==> config.mk <==
export PLATFORM = sky130hd
export DESIGN_NAME = axi_rd_arbiter
export DESIGN_NICKNAME = d
export VERILOG_FILES = /design/src/rtl/axi_rd_arbiter.sv
export SDC_FILE = /design/constraint.sdc
export NUM_CORES = 1
export LEC_CHECK = 0
export BUFFER_PORTS_ARGS = -buffer_cell sky130_fd_sc_hd__clkbuf_2
export CAP_MARGIN = 20
export CORE_AREA = 2 2 120 122
export CTS_CLUSTER_SIZE = 28
export DETAILED_ROUTE_END_ITERATION = 8
export DIE_AREA = 0 0 122 124
export PLACE_DENSITY = 0.64
export SETUP_SLACK_MARGIN = 0.15
export SYNTH_ARGS = -nofsm -noshare
export SYNTH_HDL_FRONTEND = slang
export SYNTH_SLANG_ARGS = --single-unit
==> constraint.sdc <==
create_clock -name aclk -period 3.33 [get_ports aclk]
set_clock_uncertainty 0.1 [all_clocks]
set_input_delay 0.666 -clock aclk [delete_from_list [all_inputs] [get_ports aclk]]
set_output_delay 0.666 -clock aclk [all_outputs]
set_load 0.02 [all_outputs]
==> src/rtl/axi_rd_arbiter.sv <==
// axi_rd_arbiter: shares one slave AXI read port among NUM_MST masters
//   aclk/srst            clock, synchronous active-high reset
//   mst_ar*              per-master AR channels (packed), round-robin arbitrated
//   slv_ar*              single forwarded AR channel, ID tagged {master index, master ID}
//   slv_r* / mst_r*      R channel routed back by the ID tag, payload broadcast
//   ostd_cnt             accepted-but-incomplete bursts, capped at SLV_OSTDREQ_NUM
//   err_bad_rid          one-cycle pulse for each drained beat with an out-of-range tag
module axi_rd_arbiter #(
  parameter int NUM_MST = 4,
  parameter int AXI_ADDR_W = 32,
  parameter int AXI_ID_W = 4,
  parameter int AXI_DATA_W = 32,
  parameter int SLV_OSTDREQ_NUM = 4,
  localparam int MST_IDX_W = $clog2(NUM_MST),
  localparam int CNT_W = $clog2(SLV_OSTDREQ_NUM + 1)
) (
  input  logic                          aclk,
  input  logic                          srst,
  input  logic [NUM_MST-1:0]            mst_arvalid,
  output logic [NUM_MST-1:0]            mst_arready,
  input  logic [NUM_MST*AXI_ADDR_W-1:0] mst_araddr,
  input  logic [NUM_MST*4-1:0]          mst_arlen,
  input  logic [NUM_MST*AXI_ID_W-1:0]   mst_arid,
  output logic                          slv_arvalid,
  input  logic                          slv_arready,
  output logic [AXI_ADDR_W-1:0]         slv_araddr,
  output logic [3:0]                    slv_arlen,
  output logic [MST_IDX_W+AXI_ID_W-1:0] slv_arid,
  input  logic                          slv_rvalid,
  output logic                          slv_rready,
  input  logic [MST_IDX_W+AXI_ID_W-1:0] slv_rid,
  input  logic [AXI_DATA_W-1:0]         slv_rdata,
  input  logic [1:0]                    slv_rresp,
  input  logic                          slv_rlast,
  output logic [NUM_MST-1:0]            mst_rvalid,
  input  logic [NUM_MST-1:0]            mst_rready,
  output logic [AXI_ID_W-1:0]           mst_rid,
  output logic [AXI_DATA_W-1:0]         mst_rdata,
  output logic [1:0]                    mst_rresp,
  output logic                          mst_rlast,
  output logic [CNT_W-1:0]              ostd_cnt,
  output logic                          err_bad_rid
);
  localparam logic [0:0] IDLE = 1'b0;
  localparam logic [0:0] GRANT = 1'b1;
  localparam logic [CNT_W-1:0] OSTD_MAX = CNT_W'(SLV_OSTDREQ_NUM);
  localparam logic [MST_IDX_W-1:0] LAST_MST = MST_IDX_W'(NUM_MST - 1);
  logic [0:0] state;
  logic [MST_IDX_W-1:0] rr_ptr, gnt, r_idx;
  logic ar_cap, r_done, r_ok;
  // Scan downward so the candidate closest to rr_ptr is written last and wins.
  always_comb begin
    gnt = '0;
    for (int k = NUM_MST - 1; k >= 0; k--)
      if (mst_arvalid[(int'(rr_ptr) + k) % NUM_MST]) gnt = MST_IDX_W'((int'(rr_ptr) + k) % NUM_MST);
  end
  assign ar_cap = (state == IDLE) && (|mst_arvalid) && (ostd_cnt < OSTD_MAX);
  assign mst_arready = ar_cap ? (NUM_MST'(1) << gnt) : '0;
  assign slv_arvalid = (state == GRANT);
  assign r_idx = slv_rid[MST_IDX_W+AXI_ID_W-1:AXI_ID_W];
  assign r_ok = {1'b0, r_idx} < (MST_IDX_W + 1)'(NUM_MST);
  assign mst_rvalid = r_ok ? (NUM_MST'(slv_rvalid) << r_idx) : '0;
  // Beats with an unroutable tag are drained so the slave never stalls on them.
  assign slv_rready = r_ok ? mst_rready[r_idx] : 1'b1;
  assign r_done = slv_rvalid && slv_rready && slv_rlast;
  assign mst_rid = slv_rid[AXI_ID_W-1:0];
  assign mst_rdata = slv_rdata;
  assign mst_rresp = slv_rresp;
  assign mst_rlast = slv_rlast;
  always_ff @(posedge aclk) begin
    if (srst) begin
      state <= IDLE;
      rr_ptr <= '0;
      ostd_cnt <= '0;
      err_bad_rid <= 1'b0;
      slv_araddr <= '0;
      slv_arlen <= '0;
      slv_arid <= '0;
    end else begin
      state <= (state == IDLE) ? (ar_cap ? GRANT : IDLE) : (slv_arready ? IDLE : GRANT);
      err_bad_rid <= slv_rvalid && !r_ok;
      if (ar_cap) begin
        slv_araddr <= mst_araddr[gnt*AXI_ADDR_W +: AXI_ADDR_W];
        slv_arlen <= mst_arlen[gnt*4 +: 4];
        slv_arid <= {gnt, mst_arid[gnt*AXI_ID_W +: AXI_ID_W]};
        rr_ptr <= (gnt == LAST_MST) ? '0 : gnt + 1'b1;
      end
      // A completion with nothing outstanding is a slave protocol error; hold at 0.
      if (ar_cap && !r_done) ostd_cnt <= ostd_cnt + 1'b1;
      else if (!ar_cap && r_done && ostd_cnt != '0) ostd_cnt <= ostd_cnt - 1'b1;
    end
  end
endmodule

Word-level counts from Yosys, hierarchy flattened
Index checks and enable logic that the tools add are counted.
{"block": "op_classes", "n_addsub": 6, "n_mul": 0, "div_mod_pow": 0, "magnitude_cmp": 6, "eq_ne": 1, "shift": 5, "mux": 24, "bitwise": 4, "n_reduce_logical": 15}
{"cell": "$shiftx A128 B8 Y32", "n": 1}
{"cell": "$shiftx A16 B5 Y4", "n": 2}
{"cell": "$lt A3 B4 Y1 const B", "n": 3}
{"cell": "$mux W1", "n": 11}
{"cell": "$bmux W1 S2", "n": 5}
{"cell": "$mux W2", "n": 5}
{"cell": "$logic_and A1 B1 Y1", "n": 7}
{"cell": "$lt A2 B3 Y1 const B", "n": 2}
{"cell": "$mux W3", "n": 2}
{"cell": "$reduce_or A2 Y1", "n": 3}
{"cell": "$add A2 B1 Y2 const B", "n": 2}
{"cell": "$add A2 B2 Y2 const B", "n": 2}
{"cell": "$mux W4", "n": 1}
{"cell": "$reduce_or A4 Y1", "n": 1}
{"cell": "$shl A1 B2 Y4", "n": 1}
{"cell": "$shl A1 B2 Y4 const A", "n": 1}
{"cell": "$add A3 B1 Y3 const B", "n": 1}
{"cell": "$and A1 B1 Y1 const A", "n": 3}
{"cell": "$lt A3 B3 Y1 const B", "n": 1}
{"cell": "$reduce_bool A3 Y1", "n": 1}
{"cell": "$sub A3 B1 Y3 const B", "n": 1}
{"cell": "$eq A2 B2 Y1 const B", "n": 1}
{"cell": "$logic_not A1 Y1", "n": 2}
{"cell": "$reduce_bool A2 Y1", "n": 1}
{"cell": "$not A1 Y1", "n": 1}
{"block": "totals", "regBits": 48, "latchBits": 0, "ramBits": 0, "mem_bits_ro": 0, "output_inout_bits": 95, "n_memories": 0}

Longest topological paths before layout
Gate-level depths: netlist (run 1).
{"block": "depth", "ltp_word": 12, "ltp_mapped": 8}

Least setup slack after synthesis (run 1)
Ideal clock, no wire load.
{"block": "synth_path", "path_kind": "input-to-reg", "startpoint": "in slv_rid[4]", "endpoint": "reg ostd_cnt[2]", "setup_ps": 71, "t_arrival_ps": 2569, "setup_slack_ps": 591, "path_stages": 5, "n_path_buf": 0, "path_cell_list": "mux4_2 > a211o_1 > fa_1 > or4_1 > a21oi_1"}
{"block": "synth_via", "elab_chain_cells": 7}
{"element": "start, declared", "line_no": "31", "source": "input logic [MST_IDX_W+AXI_ID_W-1:0] slv_rid,"}
{"element": "$bmux W1 S2 (*)", "line_no": "64", "source": "assign slv_rready = r_ok ? mst_rready[r_idx] : 1'b1;"}
{"element": "$mux W1 (not written as such) (*)", "line_no": "64"}
{"element": "$logic_and A1 B1 Y1 (*) (2 in a row)", "line_no": "65", "source": "assign r_done = slv_rvalid && slv_rready && slv_rlast;"}
{"element": "$logic_not A1 Y1 / $logic_and A1 B1 Y1 (equally long branches)", "line_no": "89, 90"}
{"element": "$logic_and A1 B1 Y1 (on tied branches)", "line_no": "89, 90"}
{"element": "$mux W3 / $reduce_bool A2 Y1 (equally long branches)"}
{"element": "end signal, assigned", "line_no": "89", "source": "if (ar_cap && !r_done) ostd_cnt <= ostd_cnt + 1'b1;"}
{"element": "end signal, assigned", "line_no": "90", "source": "else if (!ar_cap && r_done && ostd_cnt != '0) ostd_cnt <= ostd_cnt - 1'b1;"}
{"element": "end, declared", "line_no": "41", "source": "output logic [CNT_W-1:0] ostd_cnt,"}
Mark *: on every way between the ends. The rest lies on a longest branch, timed or not. The select of a mux whose other input is x is not followed.
A chain may end at the register's enable or synchronous reset.

Worst setup path after layout (run 1)
{"block": "layout_path", "startpoint": "in mst_arvalid[2]", "endpoint": "out mst_arready[0]"}
{"block": "layout_via", "elab_chain_cells": 9}
{"element": "start, declared", "line_no": "19", "source": "input logic [NUM_MST-1:0] mst_arvalid,"}
{"element": "$bmux W1 S2", "line_no": "55", "source": "if (mst_arvalid[(int'(rr_ptr) + k) % NUM_MST]) gnt = MST_IDX_W'((int'(rr_ptr) + k) % NUM_MST);"}
{"element": "$mux W1 (not written as such) (2 in a row)", "line_no": "55"}
{"element": "$mux W2 (3 in a row)", "line_no": "55"}
{"element": "$mux W2 (*)", "line_no": "55"}
{"element": "named net gnt[1]", "line_no": "49", "source": "logic [MST_IDX_W-1:0] rr_ptr, gnt, r_idx;"}
{"element": "$shl A1 B2 Y4 (*)", "line_no": "58", "source": "assign mst_arready = ar_cap ? (NUM_MST'(1) << gnt) : '0;"}
{"element": "$mux W4 (*)", "line_no": "58"}
{"element": "end, declared", "line_no": "20", "source": "output logic [NUM_MST-1:0] mst_arready,"}
The timed path passes the listed nets; every way through them passes the cells marked *. The select of a mux whose other input is x is not followed.

==> results of run 1 <==
final cells by class:
cell class | count | area share (%)
tap | 180 | 4.58
sequential | 48 | 19.5
multi-input combinational | 306 | 47.6
timing repair buffer | 240 | 24.9
inverter | 3 | 0.229
clock buffer | 7 | 3.10
worst max-delay path, delay by kind of cell:
| family | cells | cell delay [ns] |
|---|---|---|
| AO/OA/AOI/OAI | 1 | 0.10 |
| adder cells (fa/ha/maj) | 1 | 0.20 |
| buffers and inverters | 3 | 0.36 |
| AND/OR/NAND/NOR | 3 | 0.71 |
final timing paths:
| path | from | to | slack [ns] | cells after the start |
|---|---|---|---|---|
| setup / recovery | mst_arvalid[2] | mst_arready[0] | 0.53 | 8 |
| hold / removal | slv_araddr[1]$_SDFFE_PP0P_ | slv_araddr[1]$_SDFFE_PP0P_ | 0.36 | 2 |
| setup reg to reg | ostd_cnt[2]$_SDFFE_PP0P_ | slv_araddr[7]$_SDFFE_PP0P_ | 0.84 | 6 |
| hold reg to reg | slv_araddr[1]$_SDFFE_PP0P_ | slv_araddr[1]$_SDFFE_PP0P_ | 0.36 | 2 |
sequential cells by signal, indices dropped and copies added (netlist names):
register / cells
slv_arlen: 4
rr_ptr: 2
slv_arid: 6
ostd_cnt: 3
slv_arvalid: 1
slv_araddr: 32
power groups by stage:
stage | registers, uW | clock network, uW | logic (uW)
3_3_place_gp | 938 | 0 | 1800
2_1_floorplan | 1160 | 0 | 1110
6_report | 921 | 532 | 1790
4_1_cts | 922 | 556 | 1820
3_5_place_dp | 929 | 0 | 1820
5_1_grt | 951 | 574 | 1960
cell usage in the layout (no fill, tap or decap), types with 2 or more instances in the layout:
cell         n
clkbuf_2   230
nand2_1     50
dfxtp_1     48
nor3b_1     42
mux2i_1     40
o21a_1      40
o211ai_2    39
o21ai_1     25
o21ai_0     16
buf_4       10
a21oi_1      8
nor2_1       5
and2_1       5
clkbuf_16    5
ha_1         4
inv_1        2
nand2b_1     2
nor2b_1      2
nor2_4       2
clkbuf_8     2
metal layers:
metal  up-vias  global-route usage [%]  share of wire, %
li1       1846                       -                 -
met5         -                       0              0.11
met1      1661                    16.6                40
met3        31                    3.16               8.2
met2       155                    25.3                49
met4         2                    5.82               2.4
logic make-up after synthesis:
| family | share of synthesized area [%] |
|---|---|
| AND/OR/NAND/NOR | 18.9 |
| other | 0.0992 |
| multiplexers | 11.2 |
| XOR/XNOR | 0.232 |
| buffers and inverters | 13.3 |
| adder cells (fa/ha/maj) | 1.85 |
| AO/OA/AOI/OAI | 29.0 |
| flip-flops | 25.4 |
through the flow:
step / util [%] / total power (uW) / cells
after detailed placement: 34.7 / 2750 / 777
after floorplan: - / 2270 / 433
after global routing: 35.9 / 3490 / 784
final: 35.9 / 3250 / 784
after CTS: 35.9 / 3300 / 784
after global placement: 34.7 / 2730 / 777
==> impl_metrics.toml, run 1 <==
[run_status]
status = "complete, no violations"

[power_and_ir_drop]
ir_drop_mv = 0.268
switchingPower_uw = 1420
p_per_area_mw_per_mm2 = 660
power_frac_seq_pct = 28.4
p_leak_uw = 0.00247
pwr-share-clk_pct = 16.4
switching_share_pct = 43.9
comb_power_share_pct = 55.2
internal_power_uw = 1820

[finish]
multiInputGateArea_sq_mm = 0.00234
final_nets = 822
syn_to_final_growth_pct = 30.1
nFillCells = 1494
seq_area_sq_um = 961
drive_gt1_share_pct = 49.5
final_area_sq_mm = 0.00492
antenna_cells = 0

[drt]
wl_per_cell_microns = 14.6
dr.pass1.iters = 4
viasPerCell = 4.71
drc_errors = 0
routed_wl_mm = 11.4
vias = 3695
drtAntennaViolNets = 0
drtIter0Drc = 102

[place]
place_hpwl_mm = 8.76
pre_cts_ws_ns = 0.336
postPlaceCellArea_sq_mm = 0.00477
portBuffers = 230
place_congestion = 0.738

[synthesis]
syn-num-nets = 651
syn_area_per_cell_sq_um = 8.73
synthArstFlopShare_pct = 0
syn_area_sq_mm = 0.00378
synthTopCellsByCount = "50 x nand2_1, 48 x dfxtp_1, 43 x nor3b_1"
yosysMostFrequentCell = "nand2_1"
yosys.area.top_type_share_pct = 25.4
synth_edf_count = 0
yosys.area.top_type = "dfxtp_1"
yosysWarnings = 0
syn_inst = 433
synth_seq_area_share_pct = 25.4
synth_ff_type = "dfxtp_1"
synthTopCellsByArea = "dfxtp_1 25%, o211ai_2 13%, mux2i_1 11%, nor3b_1 8.5%, buf_4 8.1%"
ys_types = 44
ys_seq_elements = 48

[sta]
min_period_ns = 2.80
drv_slew = 0
slew_headroom_pct = 34.1
fin_ws_ns = 0.530
hold_viol_final = 0
rsz0062_at_grt = "no"
setup_viol = 0
worst_pin_slew_ns = 0.982
timing.hold.ws_ns = 0.364
fmax_ghz = 0.357
min_period_over_period_pct = 84.1
fin_tns_setup_ns = 0

[worst_setup_path]
crit_top_cell = "clkbuf_2"
required_ns = 2.56
slowest_stage = "nor2b_1"
arrival_ns = 2.03
timing_worst_setup_path_type = "in -> out"
crit_fanout = 5
crit_chain = "clkbuf_2, nor2b_1, a211oi_4, nor2_2, inv_1, ha_1, and2_1, clkbuf_2"
start_kind = "input port"
cpPeakStageDelay_ns = 0.38
cp-end-kind = "output port"

[clock_network]
clk_pin_slew_ns = 0.06
clk_latency_ns = 0.28
h-tree-depth = 2
cts_made_buffers = 5
cts_setup_buffers = 0
cts_tree = "built"
cts_resized = 0
holdBufCountCts = 0
root_buffer = "clkbuf_16"
clock_sinks = 48
clock_path_buffers = 2

[grt]
antenna_found_initial = 1
grt_start_max_net_pins = 80
grt_overflow_total = 0
grt_pass1_vias = 3387
grt_pass1_wl_mm = 16.9
grt_use_total_pct = 14.3

[die]
dieArea_sq_mm = 0.0151
die_w_microns = 122
core_area_sq_mm = 0.0137
fp.dieH_microns = 124
pin_count = 308
placementRows = 43
initial_core_util_pct = 27.6

[worst_hold_path]
hold_path_class = "reg -> reg"

[run]
cap_violations = 0
(Power assumes the default switching activity.)
==> run 2, diff against run 1 <==
--- a/config.mk
+++ b/config.mk
@@ -5,13 +5,14 @@
 export SDC_FILE = /design/constraint.sdc
 export NUM_CORES = 1
 export LEC_CHECK = 0
+export ABC_AREA = 1
 export BUFFER_PORTS_ARGS = -buffer_cell sky130_fd_sc_hd__clkbuf_2
 export CAP_MARGIN = 20
-export CORE_AREA = 2 2 120 122
+export CORE_AREA = 2 2 118 120
 export CTS_CLUSTER_SIZE = 28
 export DETAILED_ROUTE_END_ITERATION = 8
-export DIE_AREA = 0 0 122 124
-export PLACE_DENSITY = 0.64
+export DIE_AREA = 0 0 120 122
+export PLACE_DENSITY = 0.71
 export SETUP_SLACK_MARGIN = 0.15
 export SYNTH_ARGS = -nofsm -noshare
 export SYNTH_HDL_FRONTEND = slang
==> constraint.sdc (replaced) <==
create_clock -name aclk -period 2.5 [get_ports aclk]
set_clock_uncertainty 0.1 [all_clocks]
set_input_delay 0.5 -clock aclk [delete_from_list [all_inputs] [get_ports aclk]]
set_output_delay 0.5 -clock aclk [all_outputs]
set_load 0.02 [all_outputs]
==> run 2 against run 1 <==
  * Synthesized cell count is 74% higher
  * Critical path depth is 3 higher
  * First-iteration DRC count is 80% higher
  * Global-route usage is 4.0 points higher
  * Worst hold slack worse by 0.036 ns
  * Utilization is 5.9 points higher
  * Sequential power is 37% higher
  * Die area is 3.2% lower
  * Design area is 15% higher
  * Sequential share of layout area is 2.4 points lower
  * Largest power group unchanged
==> impl_metrics.toml, run 2 <==
[synthesis]
syn_inst = 753
synthAdderAreaFrac_pct = 1.68
synthTopCellsByCount = "156 x nand2_1, 155 x inv_1, 143 x nand3_1"
synth_ff_type = "dfxtp_1"
synth_edf_count = 0
yosys.area.top_type = "dfxtp_1"
synthArstFlopShare_pct = 0
yosysWarnings = 0
yosys.area.top_type_share_pct = 23.0
synth-simple-area-share_pct = 42.1
syn-num-nets = 971
syn_area_per_cell_sq_um = 5.54
synthMuxAreaShare_pct = 0
synth_xor_area_share_pct = 0
synthTopCellsByArea = "dfxtp_1 23%, nand3_1 17%, nand2_1 14%, inv_1 14%, nor2_1 8.5%"
synth_seq_area_share_pct = 23.0
ys_types = 31
synth_compound_area_share_pct = 6.09
ys_seq_elements = 48
synth_top_family_by_area = "simple AND/OR/NAND/NOR gates"
yosysMostFrequentCell = "nand2_1"
syn_area_sq_mm = 0.00417

[power_and_ir_drop]
p_leak_uw = 0.00348
finalPower_uw = 6520
p_per_area_mw_per_mm2 = 1160
ir_drop_mv = 0.715

[grt]
grt_pass1_vias = 4607
grt_start_max_net_pins = 97
antenna_found_initial = 0
grt_overflow_total = 0
grt_pass1_wl_mm = 21.6
grt_use_total_pct = 18.3

[finish]
syn_to_final_growth_pct = 35.1
multiInputGateArea_sq_mm = 0.00226
mostFrequentLayoutCells = "226 x clkbuf_2, 149 x inv_1, 141 x nand2_1, 140 x nand3_1, 90 x nor2_1"
largest_reg_flops = 32
final_nets = 1150
reg_top3 = "slv_araddr (32), slv_arid (6), slv_arlen (4)"
drive_gt1_share_pct = 33.1
final_area_sq_mm = 0.00564
stdcell_count = 1113
seq_area_sq_um = 968
layout_commonest_cell = "clkbuf_2"
antenna_cells = 0
nFillCells = 1494
top_register = "slv_araddr"

[worst_setup_path]
r2r_slack_ns = 0.32
crit_fanout = 8
arrival_ns = 1.85
cp-end-kind = "output port"
timing_worst_setup_path_type = "reg -> out"
start_kind = "flip-flop"
required_ns = 1.90

[sta]
min_period_over_period_pct = 98.1
drv_slew = 0
hold_viol_final = 0
slew_headroom_pct = 65.3
timing.hold.ws_ns = 0.328
fmax_ghz = 0.408
fin_tns_setup_ns = 0
rsz0062_at_grt = "yes"
min_period_ns = 2.45
setup_viol = 0
worst_pin_slew_ns = 0.520

[drt]
drc_errors = 0
vias = 5054
routed_wl_mm = 13.7
dr.pass1.iters = 4
drtIter0Drc = 184
wl_per_cell_microns = 12.3
viasPerCell = 4.54
drtAntennaViolNets = 0

[clock_network]
clk_pin_slew_ns = 0.07
cts_made_buffers = 5
clock_sinks = 48
root_buffer = "clkbuf_16"
cts_tree = "built"
clk_latency_ns = 0.29
h-tree-depth = 2
clock_path_buffers = 2

[run_status]
status = "complete, no violations"

[die]
pin_count = 308
initial_core_util_pct = 30.9
core_area_sq_mm = 0.0135
fp.dieH_microns = 122
placementRows = 43
dieArea_sq_mm = 0.0146
die_w_microns = 120

[run]
cap_violations = 0

[place]
postPlaceCellArea_sq_mm = 0.00518
portBuffers = 230
place_congestion = 0.816
placed_cells = 1096
place_hpwl_mm = 9.99

[worst_hold_path]
hold_path_class = "in -> reg"
==> run 2: cell count changes after synthesis, moves of 15 or more <==
cell / before / now
a21oi_1: 8 / 23
o21ai_1: 25 / 3
nor2_1: 6 / 94
o21a_1: 40 / 1
mux2i_1: 40 / 0
nor3b_1: 43 / 0
nand2_1: 50 / 156
o211ai_2: 39 / 0
inv_1: 2 / 155
nand3_1: 1 / 143
==> run 2: layout make-up <==
class                      instances  share of cell area (%)
multi-input combinational        463                    40.1
timing repair buffer             253                    24.7
sequential                        48                    17.2
inverter                         161                    11.1
tap                              180                    4.00
clock buffer                       6                    2.29
clock inverter                     2                   0.622
==> run 2: path summary, 6_finish.rpt <==
check	depth (start not counted)	endpoint	startpoint
worst max-delay path	11	mst_arready[0]	rr_ptr[0]$_SDFFE_PP0P_
worst min-delay path	3	slv_araddr[25]$_SDFFE_PP0P_	mst_araddr[121]
worst max register to register	15	slv_arlen[2]$_SDFFE_PP0P_	rr_ptr[0]$_SDFFE_PP0P_
worst min register to register	2	slv_arvalid$_SDFF_PP0_	slv_arvalid$_SDFF_PP0_
==> run 2: cell families (layout without fill, tap and decap cells) <==
logic type	Yosys count	after routing
other cells	1	1
fa+ha+maj	5	5
simple gates	408	408
buf+inv	242	422
compound gates	49	49
flops	48	48
==> run 2: timing repair <==
| action | CTS | global route |
|---|---|---|
| buffers inserted | 8 | 1 |
| hold buffers | 0 | 0 |
| pin swaps | 18 | 12 |
| resized for setup | 42 | 22 |
| hold endpoints to repair | 0 | 0 |
| setup endpoints to repair | 4 | 6 |
==> run 2: critical path, cell delays in order (launching register included) <==
cell and delay, ns:
dfxtp_4 0.39, inv_8 0.09, nand3_1 0.07, and2_4 0.15, and2_4 0.14, nand2_2 0.09, nand2_4 0.10, inv_6 0.10
ha_4 0.13, inv_2 0.03, nor2_2 0.11, clkbuf_8 0.15
==> run 2: routing by layer <==
metal	vias to the layer above	global-route usage [%]	wire length, microns
met5	-	0	0
met4	0	6.62	398
met3	33	3.84	1020
met2	195	32.9	6630
met1	2240	21.4	5670
li1	2586	-	-
==> run 2: power by group <==
group | total [uW] | internal, uW | switching (uW)
clock network | 780 | 472 | 308
logic | 4490 | 1650 | 2840
registers | 1260 | 1070 | 186
total | 6520 | 3190 | 3340
==> run 2: metrics by stage <==
stage | utilization (%) | setup WS (ns)
finish | 41.7 | 0.0481
global route | 41.7 | -0.0328
CTS | 41.1 | 0.0749
detailed placement | 38.3 | -0.0502
global placement | 38.3 | -0.000854
floorplan | - | 0.138
